$ cat src/rtl/eda_img_pkg.sv
// Shared types and constants for the image window scanner and its compare helper.
// Window slice s occupies bits [s*PIXEL_WIDTH +: PIXEL_WIDTH]; slice 8 is upleft, slice 0 is downright.
package eda_img_pkg;

    typedef enum logic [1:0] {
        IDLE  = 2'd0,
        SCAN  = 2'd1,
        DRAIN = 2'd2,
        DONE  = 2'd3
    } scan_state_e;

    localparam int UPLEFT    = 7;
    localparam int UP        = 6;
    localparam int UPRIGHT   = 5;
    localparam int LEFT      = 4;
    localparam int RIGHT     = 3;
    localparam int DOWNLEFT  = 2;
    localparam int DOWN      = 1;
    localparam int DOWNRIGHT = 0;

    localparam int CENTER_IDX = 4;

    // The mask skips the center, so mask bits at or above the center shift up one slice.
    function automatic int neigh_slice(input int bit_idx);
        return (bit_idx >= CENTER_IDX) ? bit_idx + 1 : bit_idx;
    endfunction

endpackage

$ cat src/rtl/eda_window_max_cmp.sv
// Combinational local-maximum test: center >= every neighbour whose mask bit is set.
module eda_window_max_cmp
    import eda_img_pkg::*;
#(
    parameter int PIXEL_WIDTH  = 8,
    parameter int WINDOW_WIDTH = 9
) (
    input  logic [PIXEL_WIDTH*WINDOW_WIDTH-1:0] window,
    input  logic [WINDOW_WIDTH-2:0]             mask,
    output logic                                is_max
);

    logic [PIXEL_WIDTH-1:0] center;

    assign center = window[CENTER_IDX*PIXEL_WIDTH +: PIXEL_WIDTH];

    // Plateaus count as maxima, so only a strictly larger valid neighbour disqualifies.
    always_comb begin
        is_max = 1'b1;
        for (int b = 0; b < WINDOW_WIDTH - 1; b++) begin
            if (mask[b] && (window[neigh_slice(b)*PIXEL_WIDTH +: PIXEL_WIDTH] > center)) begin
                is_max = 1'b0;
            end
        end
    end

endmodule

$ cat src/rtl/eda_window_scanner.sv
// Raster-order read initiator for the image RAM: walks center_addr over every pixel and
// streams one registered window/mask/local-max beat per pixel over valid/ready.
module eda_window_scanner
    import eda_img_pkg::*;
#(
    parameter int M            = 16,
    parameter int N            = 16,
    parameter int PIXEL_WIDTH  = 8,
    parameter int WINDOW_WIDTH = 9,
    parameter int I_WIDTH      = $clog2(N),
    parameter int J_WIDTH      = $clog2(M),
    parameter int ADDR_WIDTH   = I_WIDTH + J_WIDTH
) (
    input  logic                                clk,
    input  logic                                reset_n,
    input  logic                                start,
    output logic                                busy,
    output logic                                done,
    output logic [ADDR_WIDTH-1:0]               center_addr,
    input  logic [PIXEL_WIDTH*WINDOW_WIDTH-1:0] window_values,
    input  logic [WINDOW_WIDTH-2:0]             neigh_valid,
    output logic                                out_valid,
    input  logic                                out_ready,
    output logic [ADDR_WIDTH-1:0]               out_addr,
    output logic [PIXEL_WIDTH*WINDOW_WIDTH-1:0] out_window,
    output logic [WINDOW_WIDTH-2:0]             out_mask,
    output logic                                out_is_max,
    output logic                                out_last
);

    scan_state_e state;
    scan_state_e state_next;

    logic [I_WIDTH-1:0] row_i;
    logic [J_WIDTH-1:0] col_j;

    logic ld;
    logic hs;
    logic at_last_col;
    logic at_last_row;
    logic win_is_max;

    assign center_addr = {row_i, col_j};
    assign at_last_col = (col_j == J_WIDTH'(M - 1));
    assign at_last_row = (row_i == I_WIDTH'(N - 1));
    assign hs          = out_valid && out_ready;
    // A new beat may enter the output register whenever it is empty or being drained this cycle.
    assign ld          = (state == SCAN) && (!out_valid || out_ready);

    eda_window_max_cmp #(
        .PIXEL_WIDTH  (PIXEL_WIDTH),
        .WINDOW_WIDTH (WINDOW_WIDTH)
    ) u_max_cmp (
        .window (window_values),
        .mask   (neigh_valid),
        .is_max (win_is_max)
    );

    always_ff @(posedge clk) begin
        if (!reset_n) begin
            state <= IDLE;
        end else begin
            state <= state_next;
        end
    end

    always_comb begin
        state_next = state;
        busy       = 1'b1;
        done       = 1'b0;
        case (state)
            IDLE: begin
                busy = 1'b0;
                if (start) begin
                    state_next = SCAN;
                end
            end
            SCAN: begin
                if (ld && at_last_col && at_last_row) begin
                    state_next = DRAIN;
                end
            end
            DRAIN: begin
                if (hs) begin
                    state_next = DONE;
                end
            end
            DONE: begin
                done       = 1'b1;
                state_next = IDLE;
            end
            default: begin
                state_next = IDLE;
            end
        endcase
    end

    // Raster counters wrap explicitly so non-power-of-two image sizes work.
    always_ff @(posedge clk) begin
        if (!reset_n) begin
            row_i <= '0;
            col_j <= '0;
        end else if (state == IDLE && start) begin
            row_i <= '0;
            col_j <= '0;
        end else if (ld) begin
            if (at_last_col) begin
                col_j <= '0;
                if (at_last_row) begin
                    row_i <= '0;
                end else begin
                    row_i <= row_i + I_WIDTH'(1);
                end
            end else begin
                col_j <= col_j + J_WIDTH'(1);
            end
        end
    end

    always_ff @(posedge clk) begin
        if (!reset_n) begin
            out_valid  <= 1'b0;
            out_addr   <= '0;
            out_window <= '0;
            out_mask   <= '0;
            out_is_max <= 1'b0;
            out_last   <= 1'b0;
        end else if (ld) begin
            out_valid  <= 1'b1;
            out_addr   <= center_addr;
            out_window <= window_values;
            out_mask   <= neigh_valid;
            out_is_max <= win_is_max;
            out_last   <= at_last_col && at_last_row;
        end else if (hs) begin
            out_valid  <= 1'b0;
        end
    end

endmodule

$ cat config.mk
export PLATFORM = sky130hd
export DESIGN_NAME = eda_window_scanner
export DESIGN_NICKNAME = d
export VERILOG_FILES = /design/src/rtl/eda_img_pkg.sv /design/src/rtl/eda_window_max_cmp.sv /design/src/rtl/eda_window_scanner.sv
export SDC_FILE = /design/constraint.sdc
export NUM_CORES = 1
export LEC_CHECK = 0
export ABC_CLOCK_PERIOD_IN_PS = 5300
export BUFFER_PORTS_ARGS = -buffer_cell sky130_fd_sc_hd__buf_2
export CORE_ASPECT_RATIO = 1.4
export CORE_MARGIN = 1.5
export CORE_UTILIZATION = 50
export CTS_CLUSTER_SIZE = 30
export DETAILED_ROUTE_END_ITERATION = 12
export PLACE_DENSITY = 0.89
export SYNTH_ARGS = -nofsm -noshare
export SYNTH_HDL_FRONTEND = slang
export SYNTH_HIERARCHICAL = 1
export SYNTH_SLANG_ARGS = --single-unit
$ cat constraint.sdc
create_clock -name clk -period 5.3 [get_ports clk]
set_input_delay 0.795 -clock clk [delete_from_list [all_inputs] [get_ports clk]]
set_output_delay 0.795 -clock clk [all_outputs]
set_load 0.05 [all_outputs]
==> impl_metrics.env, run 1 <==
export IMPL_synth_area_mm2=0.00542
export IMPL_viasPerCell=5.32
export IMPL_htreeDepth=3
export IMPL_fin_worst_skew_ps=7.22
export IMPL_yosys_area_share_xor_xnor_pct=0.485
export IMPL_cp_required_ps=5570
export IMPL_clk_pin_slew_ps=60
export IMPL_cts_tree="built"
export IMPL_clockPowerShare_pct=22.3
export IMPL_vdd_ir_drop_max_v=0.000604
export IMPL_worstMarginPinSlew_ps=1000
export IMPL_pwr_share_seq_pct=34.2
export IMPL_cts_path_max_buffers=2
export IMPL_start_kind="input port"
export IMPL_p_leak_nw=3.11
export IMPL_yosys_area_share_simple_pct=20.0
export IMPL_grtUsageTotal_pct=25.7
export IMPL_swShare_pct=45.9
export IMPL_antenna_left=0
export IMPL_hpwl_um=10800
export IMPL_crit_type="in -> reg"
export IMPL_numCtsBuffers=9
export IMPL_met3_usage_pct=5.86
export IMPL_synth_nets=792
export IMPL_synth_seq_cells=101
export IMPL_crit_slowest_cell="inv_1"
export IMPL_worst_r2r_setup_slack_ps=3080
export IMPL_cts_resized=0
export IMPL_cts_setup_buffers=0
export IMPL_globalplace_congestion=0.861
export IMPL_maxCapViolCount=0
export IMPL_path_buf_inv=2
export IMPL_synth_adder_area_share_pct=16.4
export IMPL_clkLatencyLatePin_ps=340
export IMPL_overflow=0
export IMPL_cp_num_cells=11
export IMPL_endpoint_kind="register"
export IMPL_postSynthCellCount=637
export IMPL_grt_max_degree=96
export IMPL_antenna_cells=0
export IMPL_ios=185
export IMPL_total_power_w=0.00285
export IMPL_layout_drive_gt1_share_pct=26.4
export IMPL_async_flop_share_pct=0
export IMPL_dieWidth_um=91.0
export IMPL_p_int_w=0.00154
export IMPL_finish_net_count=956
export IMPL_synth_top_family_by_area="compound AO/OA/AOI/OAI gates"
export IMPL_min_path_type="reg -> reg"
export IMPL_relSlewSlack_pct=33.4
export IMPL_tns_ps=0
export IMPL_grt_pass1_wl_um=23600
export IMPL_cts_sinks=101
export IMPL_gr_usage_met1_pct=29.2
export IMPL_drtPass1Iterations=4
export IMPL_rsz0062_at_grt="false"
export IMPL_wl_per_cell_um=15.5
export IMPL_p_sw_w=0.00131
export IMPL_synth_compound_area_share_pct=20.4
export IMPL_status="complete, no violations"
export IMPL_p_comb_share_pct=43.4
export IMPL_cp_common_cell="o211ai_1"
export IMPL_area_growth_pct=22.2
export IMPL_syn_avg_cell_area_um2=8.51
export IMPL_synth_main_ff_cell="dfxtp_1"
export IMPL_synth_top_area_cell="dfxtp_1"
export IMPL_grt_pass1_vias=4894
export IMPL_post_route_period_util_pct=49.0
export IMPL_slowest_delay_ps=310
export IMPL_rr_worst_depth=5
export IMPL_fp_dieArea_mm2=0.0115
export IMPL_slew_violations=0
export IMPL_totalWireLength_um=14700
export IMPL_max_freq_ghz=0.385
export IMPL_yosysWarnings=6
export IMPL_final_hold_viol_count=0
export IMPL_final_min_clock_period_ps=2600
export IMPL_synthTopCellsByArea="dfxtp_1 (37%), ha_1 (16%), nand2_1 (14%)"
export IMPL_cts_root_buffer="clkbuf_16"
export IMPL_start_util_pct=51.8
export IMPL_final_core_util_pct=63.3
export IMPL_hold_buffers=0
export IMPL_portBuffers=184
export IMPL_synth_top_area_share_pct=37.3
export IMPL_setup_violations=0
export IMPL_cp_cell_sequence="buf_2 > inv_1 > ha_1 > nor2b_1 > o211ai_1 > a211oi_1 > nor4_1 > o211ai_1 > and4b_1 > nand2_1 > a21boi_0"
export IMPL_die_y_um=126
export IMPL_cp_max_fo=8
export IMPL_synthMuxAreaShare_pct=0.369
export IMPL_ys_top_cells_by_count="nand2_1 (203), dfxtp_1 (101), a21boi_0 (78)"
export IMPL_busiest_layer="met2"
export IMPL_cp_top_family="simple AND/OR/NAND/NOR gates"
export IMPL_ys_types=41
export IMPL_via_count=5020
export IMPL_hold_depth=2
export IMPL_synth_most_common_cell="nand2_1"
export IMPL_drt_iter0_markers=287
export IMPL_grtUsageMet2_pct=46.2
export IMPL_fp_coreArea_mm2=0.0105
export IMPL_synth_edf_count=0
export IMPL_antenna_found_initial=0
export IMPL_ys_seq_area_share_pct=37.3
export IMPL_power_density_mw_per_mm2=430
export IMPL_rows=44
export IMPL_worstPathArrival_ps=2870
export IMPL_drc_errors=0
==> power groups by stage <==
stage	clock network [W]	registers (W)	logic (W)
after floorplan	0	0.00145	0.000533
after global placement	0	0.000984	0.00122
after detailed placement	0	0.000990	0.00124
after CTS	0.000649	0.000974	0.00124
after global routing	0.000684	0.000990	0.00133
final	0.000636	0.000974	0.00124
==> cells in the final DEF, fill, tap and decap left out, drive strengths merged, types with 2 or more instances in the layout <==
master / instances
nor3: 2
mux2i: 2
nand3: 3
dfxtp: 101
and3: 3
and4b: 2
buf: 185
nand2: 203
nand4: 18
nor2b: 8
a211oi: 8
nor2: 8
o21a: 3
o221ai: 3
o211ai: 10
clkbuf: 12
xor2: 2
ha: 71
a21boi: 91
inv: 23
o21ai: 12
a21oi: 24
==> sequential cells by signal, indices dropped and copies added, names as in the netlist <==
name / flops
state: 2
out_valid: 1
col_j: 4
out_mask: 8
out_addr: 8
row_i: 4
out_window: 72
out_last: 1
out_is_max: 1
==> stage by stage <==
stage	hold slack, ps	instance area (um^2)	std cells	setup WS [ps]
floorplan	471	5420	637	2910
global placement	438	6340	928	2500
detailed placement	444	6340	928	2430
CTS	453	6620	944	2770
global route	469	6620	944	2560
finish	451	6620	944	2700
==> area by class of cell <==
cell class	instances	area [um^2]
Timing Repair Buffer	185	928
Sequential cell	101	2020
Tap cell	138	173
Multi-Input combinational cell	483	3130
Clock buffer	12	256
Clock inverter	4	30.0
Inverter	21	78.8
Fill cell	940	3840
==> worst paths after layout <==
check / startpoint / endpoint
worst max-delay path: window_values[33] / out_is_max$_SDFFE_PN0N_
worst min-delay path: out_window[7]$_SDFFE_PN0N_ / out_window[7]$_SDFFE_PN0N_
worst max register to register: state[1]$_SDFFE_PN0P_ / col_j[3]$_SDFFE_PP0N_
worst min register to register: out_window[7]$_SDFFE_PN0N_ / out_window[7]$_SDFFE_PN0N_
==> worst register-to-register path, cell delays in order, from the launching register on <==
cell	delay, ps
dfxtp_1	340
inv_1	110
ha_1	360
and2_4	870
and4b_1	390
nor3_2	40
==> routing by layer <==
metal / up-vias / routed length [um]
li1: 2508 / -
met1: 2323 / 5940
met2: 156 / 7460
met3: 33 / 870
met4: 0 / 410
met5: - / 0
==> logic make-up after synthesis <==
kind of cell / count (synthesis)
mux: 2
simple gates: 252
flops: 101
buf+inv: 53
fa+ha+maj: 71
compound gates: 155
xor+xnor: 3
Note: power is estimated with default switching activity, not from simulation.
==> run 2: changes to the inputs <==
- ABC_CLOCK_PERIOD_IN_PS: 5300 -> 2600
- clock period: 5.3 -> 2.6 ns (I/O delays scaled with it)
==> impl_metrics.env, run 2 (synthesis results as in run 1) <==
export IMPL_max_freq_ghz=0.473
export IMPL_grtUsageTotal_pct=25.7
export IMPL_area_growth_pct=23.3
export IMPL_worstPathArrival_ps=2380
export IMPL_largest_register_ffs=72
export IMPL_slew_violations=0
export IMPL_via_count=5140
export IMPL_globalplace_congestion=0.882
export IMPL_cts_root_buffer="clkbuf_16"
export IMPL_maxCapViolCount=0
export IMPL_totalWireLength_um=14700
export IMPL_portBuffers=184
export IMPL_grtUsageMet2_pct=44.9
export IMPL_crit_type="in -> reg"
export IMPL_cts_sinks=101
export IMPL_grt_pass1_vias=4933
export IMPL_cp_required_ps=2860
export IMPL_min_path_type="in -> reg"
export IMPL_final_core_util_pct=63.9
export IMPL_vdd_ir_drop_max_v=0.000594
export IMPL_overflow=0
export IMPL_start_kind="input port"
export IMPL_drc_errors=0
export IMPL_cts_resized=0
export IMPL_drtPass1Iterations=5
export IMPL_largest_register="out_window"
export IMPL_final_common_cell="nand2_1"
export IMPL_tns_ps=0
export IMPL_htreeDepth=3
export IMPL_p_leak_nw=3.14
export IMPL_setup_violations=0
export IMPL_grt_pass1_wl_um=23600
export IMPL_finish_net_count=961
export IMPL_reg_largest_list="out_window x72, out_addr x8, out_mask x8"
export IMPL_fp_dieArea_mm2=0.0115
export IMPL_antenna_found_initial=0
export IMPL_antenna_cells=0
export IMPL_wl_per_cell_um=15.5
export IMPL_status="complete, no violations"
export IMPL_final_min_clock_period_ps=2120
export IMPL_busiest_layer="met2"
export IMPL_viasPerCell=5.42
export IMPL_dieWidth_um=91.0
export IMPL_min_delay_start="window_values[8]"
export IMPL_endpoint_kind="register"
export IMPL_cts_setup_buffers=0
export IMPL_worstMarginPinSlew_ps=409
export IMPL_power_density_mw_per_mm2=878
export IMPL_rsz0062_at_grt="false"
export IMPL_drt_iter0_markers=243
export IMPL_grt_max_degree=50
export IMPL_hpwl_um=11200
export IMPL_hold_buffers=0
export IMPL_start_util_pct=51.8
export IMPL_cp_max_fo=8
export IMPL_cts_path_max_buffers=2
export IMPL_final_cell_mix="nand2_1 (202), buf_2 (184), dfxtp_1 (101)"
export IMPL_crit_path_start="window_values[33]"
export IMPL_layout_drive_gt1_share_pct=27.0
export IMPL_relSlewSlack_pct=72.7
export IMPL_regToRegStartpoint="state[1]$_SDFFE_PN0P_"
export IMPL_numCtsBuffers=9
export IMPL_die_y_um=126
export IMPL_cts_tree="built"
export IMPL_post_route_period_util_pct=81.4
export IMPL_gr_usage_met1_pct=29.4
export IMPL_clk_pin_slew_ps=70
export IMPL_met3_usage_pct=5.56
export IMPL_clkLatencyLatePin_ps=340
export IMPL_rows=44
export IMPL_fin_worst_skew_ps=6.77
export IMPL_final_hold_viol_count=0
export IMPL_antenna_left=0
export IMPL_fp_coreArea_mm2=0.0105
export IMPL_ios=185
[run 2: critical path, stage by stage]
cell       delay, ps
buf_2            110
inv_1            290
ha_1             330
nor2b_4          140
o211ai_2         150
a21oi_2           80
a2111oi_2        290
o211ai_1         120
and4b_1          260
nand2_1           40
a21boi_0         170
[run 2: area by class of cell]
cell class	instances	area [um^2]
Sequential cell	101	2020
Inverter	21	78.8
Tap cell	138	173
Timing Repair Buffer	190	991
Clock buffer	9	225
Multi-Input combinational cell	483	3130
Fill cell	907	3780
Clock inverter	7	58.8
[run 2: routing by layer]
metal | wire length (um) | part of all wire, %
met5 | 0 | 0
met4 | 512 | 3.5
met3 | 885 | 6.0
met2 | 7340 | 50
met1 | 5970 | 41
[run 2: through the flow]
stage	power, W	worst slack [ps]	area (um^2)	instances	hold WS, ps
2_1_floorplan	0.00403	616	5420	637	471
3_3_place_gp	0.00457	274	6400	933	438
3_5_place_dp	0.00462	127	6400	933	443
4_1_cts	0.00590	484	6680	949	297
5_1_grt	0.00619	425	6680	949	301
6_report	0.00587	485	6680	949	301
[run 2: path summary, 6_finish.rpt]
check                                              endpoint  slack (ps)  cells past startpoint
worst max-delay path                out_is_max$_SDFFE_PN0N_         480                     11
worst min-delay path             out_window[8]$_SDFFE_PN0N_         300                      3
worst max register to register     out_mask[5]$_SDFFE_PN0N_         610                      6
worst min register to register  out_window[17]$_SDFFE_PN0N_         450                      2
[run 2: power by group]
group          switching [W]  internal, W  total, W
Sequential          0.000145      0.00183   0.00198
Combinational        0.00195     0.000663   0.00261
Clock               0.000617     0.000663   0.00128
Total                0.00271      0.00316   0.00587
